$ cat src/rtl/score_keeper_if.sv
// Bus between score_keeper and its game/renderer neighbours.
// SCORE_BCD_EN adds the BCD digit outputs disp_tens/disp_ones.
interface score_keeper_if #(
  parameter int unsigned SCORE_W = 6
);
  logic               start;
  logic               hit;
  logic               miss;
  logic               frame_sync;
  logic [1:0]         game_state;
  logic [SCORE_W-1:0] score;
  logic [SCORE_W-1:0] high_score;
  logic [2:0]         misses;
  logic               new_record;
  logic [SCORE_W-1:0] display_score;
`ifdef SCORE_BCD_EN
  logic [3:0]         disp_tens;
  logic [3:0]         disp_ones;

  modport master (
    output start, hit, miss, frame_sync,
    input  game_state, score, high_score, misses, new_record, display_score,
    input  disp_tens, disp_ones
  );
  modport slave (
    input  start, hit, miss, frame_sync,
    output game_state, score, high_score, misses, new_record, display_score,
    output disp_tens, disp_ones
  );
`else
  modport master (
    output start, hit, miss, frame_sync,
    input  game_state, score, high_score, misses, new_record, display_score
  );
  modport slave (
    input  start, hit, miss, frame_sync,
    output game_state, score, high_score, misses, new_record, display_score
  );
`endif
endinterface

$ cat src/rtl/score_keeper.sv
// Piano-tiles score FSM: hit/miss counting, life limit, session high score, frame-stable display.
// Optional SCORE_BCD_EN: incremental BCD digits of score/high score latched for the renderer.
module score_keeper #(
  parameter int unsigned SCORE_W    = 6,
  parameter int unsigned SCORE_MAX  = 63,
  parameter int unsigned MISS_LIMIT = 3
) (
  input  logic          Clk,
  input  logic          Reset_n,
  score_keeper_if.slave bus
);

  localparam logic [SCORE_W-1:0] MAX_C   = SCORE_W'(SCORE_MAX);
  localparam logic [2:0]         LIMIT_C = 3'(MISS_LIMIT);

  typedef enum logic [1:0] {
    IDLE      = 2'b00,
    PLAYING   = 2'b01,
    GAME_OVER = 2'b10
  } state_e;

  state_e             state_q, state_d;
  logic [SCORE_W-1:0] score_q, score_d;
  logic [SCORE_W-1:0] high_q, high_d;
  logic [2:0]         misses_q, misses_d;
  logic               rec_q, rec_d;
  logic [SCORE_W-1:0] disp_q, disp_d;
  logic [SCORE_W:0]   sum_c;
`ifdef SCORE_BCD_EN
  logic [3:0] tens_q, tens_d, ones_q, ones_d;
  logic [3:0] htens_q, htens_d, hones_q, hones_d;
  logic [3:0] dtens_q, dtens_d, dones_q, dones_d;
`endif

  // Next-state: game FSM, score/miss counters, high-score capture, display latch
  always_comb begin
    state_d  = state_q;
    score_d  = score_q;
    high_d   = high_q;
    misses_d = misses_q;
    rec_d    = rec_q;
    disp_d   = disp_q;
    sum_c    = {1'b0, score_q} + (SCORE_W+1)'(1);
`ifdef SCORE_BCD_EN
    tens_d  = tens_q;
    ones_d  = ones_q;
    htens_d = htens_q;
    hones_d = hones_q;
    dtens_d = dtens_q;
    dones_d = dones_q;
`endif

    unique case (state_q)
      IDLE, GAME_OVER: begin
        if (bus.start) begin
          state_d  = PLAYING;
          score_d  = '0;
          misses_d = '0;
          rec_d    = 1'b0;
`ifdef SCORE_BCD_EN
          tens_d = '0;
          ones_d = '0;
`endif
        end
      end
      PLAYING: begin
        if (bus.hit) begin
          score_d = (sum_c > {1'b0, MAX_C}) ? MAX_C : sum_c[SCORE_W-1:0];
`ifdef SCORE_BCD_EN
          // Digits advance only while the binary score does, so they saturate together
          if (score_q < MAX_C) begin
            if (ones_q == 4'd9) begin
              ones_d = '0;
              tens_d = tens_q + 4'd1;
            end else begin
              ones_d = ones_q + 4'd1;
            end
          end
`endif
        end
        if (bus.miss) begin
          misses_d = misses_q + 3'd1;
          if (misses_q + 3'd1 == LIMIT_C) begin
            state_d = GAME_OVER;
            if (score_d > high_q) begin
              high_d = score_d;
              rec_d  = 1'b1;
`ifdef SCORE_BCD_EN
              htens_d = tens_d;
              hones_d = ones_d;
`endif
            end
          end
        end
      end
      default: state_d = IDLE;
    endcase

    // Latch pre-update values so a coinciding score change shows on the next frame
    if (bus.frame_sync) begin
      disp_d = (state_q == GAME_OVER) ? high_q : score_q;
`ifdef SCORE_BCD_EN
      dtens_d = (state_q == GAME_OVER) ? htens_q : tens_q;
      dones_d = (state_q == GAME_OVER) ? hones_q : ones_q;
`endif
    end
  end

  always_ff @(posedge Clk or negedge Reset_n) begin
    if (!Reset_n) begin
      state_q  <= IDLE;
      score_q  <= '0;
      high_q   <= '0;
      misses_q <= '0;
      rec_q    <= 1'b0;
      disp_q   <= '0;
`ifdef SCORE_BCD_EN
      tens_q  <= '0;
      ones_q  <= '0;
      htens_q <= '0;
      hones_q <= '0;
      dtens_q <= '0;
      dones_q <= '0;
`endif
    end else begin
      state_q  <= state_d;
      score_q  <= score_d;
      high_q   <= high_d;
      misses_q <= misses_d;
      rec_q    <= rec_d;
      disp_q   <= disp_d;
`ifdef SCORE_BCD_EN
      tens_q  <= tens_d;
      ones_q  <= ones_d;
      htens_q <= htens_d;
      hones_q <= hones_d;
      dtens_q <= dtens_d;
      dones_q <= dones_d;
`endif
    end
  end

  assign bus.game_state    = state_q;
  assign bus.score         = score_q;
  assign bus.high_score    = high_q;
  assign bus.misses        = misses_q;
  assign bus.new_record    = rec_q;
  assign bus.display_score = disp_q;
`ifdef SCORE_BCD_EN
  assign bus.disp_tens     = dtens_q;
  assign bus.disp_ones     = dones_q;
`endif

endmodule

$ cat src/flat_wrapper.sv
// flat-port wrapper written by rule: the top's interface ports become plain ports
module score_keeper_flat 
#(
  parameter int unsigned SCORE_W    = 6,
  parameter int unsigned SCORE_MAX  = 63,
  parameter int unsigned MISS_LIMIT = 3
)
  (Clk, Reset_n, bus_start, bus_hit, bus_miss, bus_frame_sync, bus_game_state, bus_score, bus_high_score, bus_misses, bus_new_record, bus_display_score);
  score_keeper_if #(.SCORE_W(SCORE_W)) bus_i ();
  input  logic Clk;
  input  logic Reset_n;
  input wire logic [$bits(bus_i.start)-1:0] bus_start;
  input wire logic [$bits(bus_i.hit)-1:0] bus_hit;
  input wire logic [$bits(bus_i.miss)-1:0] bus_miss;
  input wire logic [$bits(bus_i.frame_sync)-1:0] bus_frame_sync;
  output wire logic [$bits(bus_i.game_state)-1:0] bus_game_state;
  output wire logic [$bits(bus_i.score)-1:0] bus_score;
  output wire logic [$bits(bus_i.high_score)-1:0] bus_high_score;
  output wire logic [$bits(bus_i.misses)-1:0] bus_misses;
  output wire logic [$bits(bus_i.new_record)-1:0] bus_new_record;
  output wire logic [$bits(bus_i.display_score)-1:0] bus_display_score;
  assign bus_i.start = bus_start;
  assign bus_i.hit = bus_hit;
  assign bus_i.miss = bus_miss;
  assign bus_i.frame_sync = bus_frame_sync;
  assign bus_game_state = bus_i.game_state;
  assign bus_score = bus_i.score;
  assign bus_high_score = bus_i.high_score;
  assign bus_misses = bus_i.misses;
  assign bus_new_record = bus_i.new_record;
  assign bus_display_score = bus_i.display_score;
  score_keeper #(.SCORE_W(SCORE_W), .SCORE_MAX(SCORE_MAX), .MISS_LIMIT(MISS_LIMIT)) u_core (.Clk(Clk), .Reset_n(Reset_n), .bus(bus_i));
endmodule
$ cat config.mk
export PLATFORM = sky130hd
export DESIGN_NAME = score_keeper_flat
export DESIGN_NICKNAME = d
export VERILOG_FILES = /design/src/rtl/score_keeper_if.sv /design/src/rtl/score_keeper.sv /design/src/flat_wrapper.sv
export SDC_FILE = /design/constraint.sdc
export NUM_CORES = 1
export LEC_CHECK = 0
export BUFFER_PORTS_ARGS = -buffer_cell sky130_fd_sc_hd__buf_2
export CAP_MARGIN = 20
export CORE_MARGIN = 1.5
export CORE_UTILIZATION = 40
export DETAILED_ROUTE_END_ITERATION = 10
export MAX_ROUTING_LAYER = met4
export PLACE_DENSITY = 0.62
export SETUP_SLACK_MARGIN = 0.02
export SLEW_MARGIN = 25
export SYNTH_ARGS = -nofsm -noshare
export SYNTH_HDL_FRONTEND = slang
export SYNTH_SLANG_ARGS = --single-unit
export TNS_END_PERCENT = 10
$ cat constraint.sdc
create_clock -name Clk -period 6.68 [get_ports Clk]
set_input_delay 1.336 -clock Clk [delete_from_list [all_inputs] [get_ports Clk]]
set_output_delay 1.336 -clock Clk [all_outputs]
set_load 0.005 [all_outputs]
==> key figures <==
STA
  • Setup TNS: 0 ns
  • Max-slew violations: 0
  • RSZ-0062 raised after global routing: no
  • Max Clock Freq: 257 MHz
  • Layout Skew: roughly 0.0088 ns
  • Fin crit share: 58.3%
  • Tightest Pin Transition: 0.796 ns
  • Fin worst setup slack: 2.79 ns
  • Final setup violation count: 0
  • Worst relative slew slack: between 40 and 50%
  • Final hold violations: 0
  • Fin crit period: 3.89 ns

Cells and area
  • Area of the multi-input gates: around 760 sq um
  • Final core occ: 48.5%
  • Final Instance Area: 1660 sq um
  • Layout cells sized above 1: 24.9%
  • FILL cells: approximately 350
  • Final #Nets: about 190
  • Ant. Diodes: 0
  • Area Growth Syn to Fin: 14.3%
  • Register Area: 601 sq um

Synth
  • Area leader, netlist: dfrtp_1
  • Yosys reg bits: 24
  • Synthesized net count: about 170
  • Synth async-reset ratio: between 90% and 100%
  • Synth top area share: 41.4%
  • Synthesized area: 1450 sq um
  • Seq/Total Area, Yosys: 41.4%
  • Yosys warns: 0
  • Syn avg cell area: 9.67 sq um
  • Distinct cells, synth: 35
  • Ys flop type: dfrtp_1
  • Synth area leaders: dfrtp_1, ha_1, a21oi_1
  • Cells after Synth: 150
  • Post-synth EDFFs: 0

Power
  • NetSw: 255 uW
  • Power Density: 382 nW/um^2
  • Worst VDD drop: 0.165 mV
  • Comb pwr share: 44.7%
  • P_int: 379 uW
  • Power share of the clock group: 16.7%
  • Seq pwr share: 38.6%
  • Net Sw Frac: 40.2%
  • Leak: 0.000798 uW

Setup path
  • Worst setup path category: flop to flop
  • WP data arrival: between 4 and 5 ns
  • Worst Path Required: 6.91 ns
  • CP cell instances: inv_1, ha_1, or3b_1, a211oi_2, a31oi_1, a21oi_1, ha_1, a21oi_1, a21boi_0, o32ai_1, nor2_1, mux2_2
  • Max incr delay on CP: 0.58 ns
  • Top delay family on crit path: compound AO/OA/AOI/OAI gates
  • Critical Path Start Type: flop
  • CP max stage cell: dfrtp_1
  • CP endpoint kind: flop
  • CP max FO: 11
  • Critical path buffers and inverters: 1

Global route
  • Vias in the first global route: 1177
  • Antenna violations before repair: 0
  • Global-route wire length before repair: 5720 microns
  • Gr usage total: 18.3%
  • Largest net degree at the start of global routing: 25
  • Overflow after GRT: 0

Place
  • Dpl cell area: between 1500 and 2000 sq um
  • Final GP Congestion: 0.859
  • Post-Place Setup Slack: 2.79 ns
  • DP HPWL: 2500 microns
  • # port buffers: 29

Die
  • IO Pins: 30
  • Initial Util: a little over two fifths
  • DIE HEIGHT: roughly 63 microns
  • Area of the core: about 3400 sq um
  • Row cnt: 21
  • DIE AREA: 4000 sq um
  • Die span in x: 63.2 microns

Clock network
  • Num Clock Sinks: 24
  • CTS hold repair buffers: 0
  • Reg clk slew, reported paths: 0.14 ns
  • Post-CTS Setup Repair Bufs: 0
  • # resized after CTS: 0
  • CTS tree: yes
  • CTS Buf Count: 3
  • Worst skew pair latency: 0.32 ns
  • Root buf cell: clkbuf_4
  • H-tree depth: 1
  • Clk buf depth: 2

Flow run
  • Max-Cap Viols: 0

Routing
  • DR WL met2: about 1500 microns
  • TritonRoute pass-1 iters: 4
  • Met3 wire length: roughly 120 microns
  • Top routing layer in use: met4
  • Via density per instance: approximately 5.5
  • Vias: approximately 1200
  • Avg WL per Cell: between 10 and 15 microns
  • DRT met1 WL: about 1600 microns
  • # DRC: 0
  • Antenna viol nets, final: 0
  • Initial DRC Count: 81
  • Total Wirelength: 3250 microns

Status
  • Status: complete, no violations

Min path
  • Hold Crit Class: flop to flop
registers in the layout, summed over array words and instances, names as in the netlist:
signal / cells
u_core.bus.game_state: 2
u_core.bus.high_score: 6
u_core.bus.new_record: 1
u_core.bus.display_score: 6
u_core.bus.score: 6
u_core.bus.misses: 3
metrics by stage:
| stage | total power (uW) | cells | hold slack, ns |
|---|---|---|---|
| after floorplan | 444 | 150 | 0.474 |
| after global placement | 522 | 219 | 0.488 |
| after detailed placement | 532 | 219 | 0.468 |
| after CTS | 640 | 223 | 0.508 |
| after global routing | 693 | 223 | 0.535 |
| final | 634 | 223 | 0.508 |
power by group through the flow:
stage / combinational (uW) / clock (uW) / sequential [uW]
after floorplan: 214 / 0 / 230
after global placement: 277 / 0 / 244
after detailed placement: 284 / 0 / 248
after CTS: 286 / 109 / 245
after global routing: 324 / 114 / 254
final: 283 / 106 / 245
final timing paths:
| path | endpoint | startpoint | cells after the start | slack, ns |
|---|---|---|---|---|
| worst min-delay path | u_core.bus.new_record | u_core.bus.new_record | 1 | 0.51 |
| worst max register to register | u_core.bus.high_score[5] | u_core.bus.score[0] | 12 | 2.79 |
| worst max-delay path | u_core.bus.high_score[5] | u_core.bus.score[0] | 12 | 2.79 |
| min in group asynchronous | u_core.bus.game_state[1] | Reset_n | 1 | 0.97 |
| max in group asynchronous | u_core.bus.game_state[0] | Reset_n | 1 | 5.35 |
| worst min register to register | u_core.bus.new_record | u_core.bus.new_record | 1 | 0.51 |
cell families after synthesis:
| family | share of synthesized area, % |
|---|---|
| simple gates | 14.1 |
| buf+inv | 6.13 |
| fa+ha+maj | 8.63 |
| compound gates | 20.8 |
| xor+xnor | 0.604 |
| mux | 8.37 |
| flops | 41.4 |
worst register-to-register path, stage by stage, from the launching register on:
cell and delay [ns]:
dfrtp_1 0.58, inv_1 0.13, ha_1 0.36, or3b_1 0.37
a211oi_2 0.28, a31oi_1 0.20, a21oi_1 0.23, ha_1 0.29
a21oi_1 0.16, a21boi_0 0.11, o32ai_1 0.51, nor2_1 0.26
mux2_2 0.33
placed cells by master (no fill, tap or decap):
cell type	count
nor2_1	11
dfrtp_1	24
clkbuf_4	3
a21oi_1	20
a22o_1	3
and2_1	2
nand4_1	1
a211oi_2	1
a311oi_1	2
a21boi_0	2
or3b_1	1
nor2b_1	3
nand2_1	7
inv_1	11
ha_1	10
a31oi_1	4
and3_1	4
a211oi_1	1
mux2_2	5
bufinv_16	1
mux2i_1	5
a21o_1	1
o21ba_2	1
mux2_4	1
o32ai_1	1
o31ai_2	1
and3_2	1
nand4b_1	1
nand3_1	4
o2111ai_1	1
nand2b_1	3
o21ai_0	10
xnor2_1	1
buf_2	29
and3b_2	1
Yosys cell counts, types with 2 or more instances:
| master | n |
|---|---|
| a21boi_0 | 2 |
| a21oi_1 | 20 |
| a22o_1 | 3 |
| a311oi_1 | 2 |
| a31oi_1 | 4 |
| and2_1 | 2 |
| and3_1 | 4 |
| buf_6 | 2 |
| clkbuf_1 | 3 |
| dfrtp_1 | 24 |
| ha_1 | 10 |
| inv_1 | 11 |
| mux2_2 | 5 |
| mux2i_1 | 5 |
| nand2_1 | 7 |
| nand2b_1 | 3 |
| nand3_1 | 4 |
| nor2_1 | 11 |
| nor2b_1 | 3 |
| o21ai_0 | 10 |
final cells by class:
type	count	area share, %
multi-input cells	109	45.9
clock inverters	1	1.81
flip-flops and latches	24	36.2
clock buffers	3	1.36
well taps	46	3.47
inverters	11	2.49
repair buffers	29	8.75
layer usage:
layer  vias up  global-route usage, %
li1        596                      -
met1       589                   26.0
met2        37                   27.7
met3         4                   1.79
met4         0                   5.71
met5         -                      -
No activity file was read; power rests on OpenSTA's default activity.
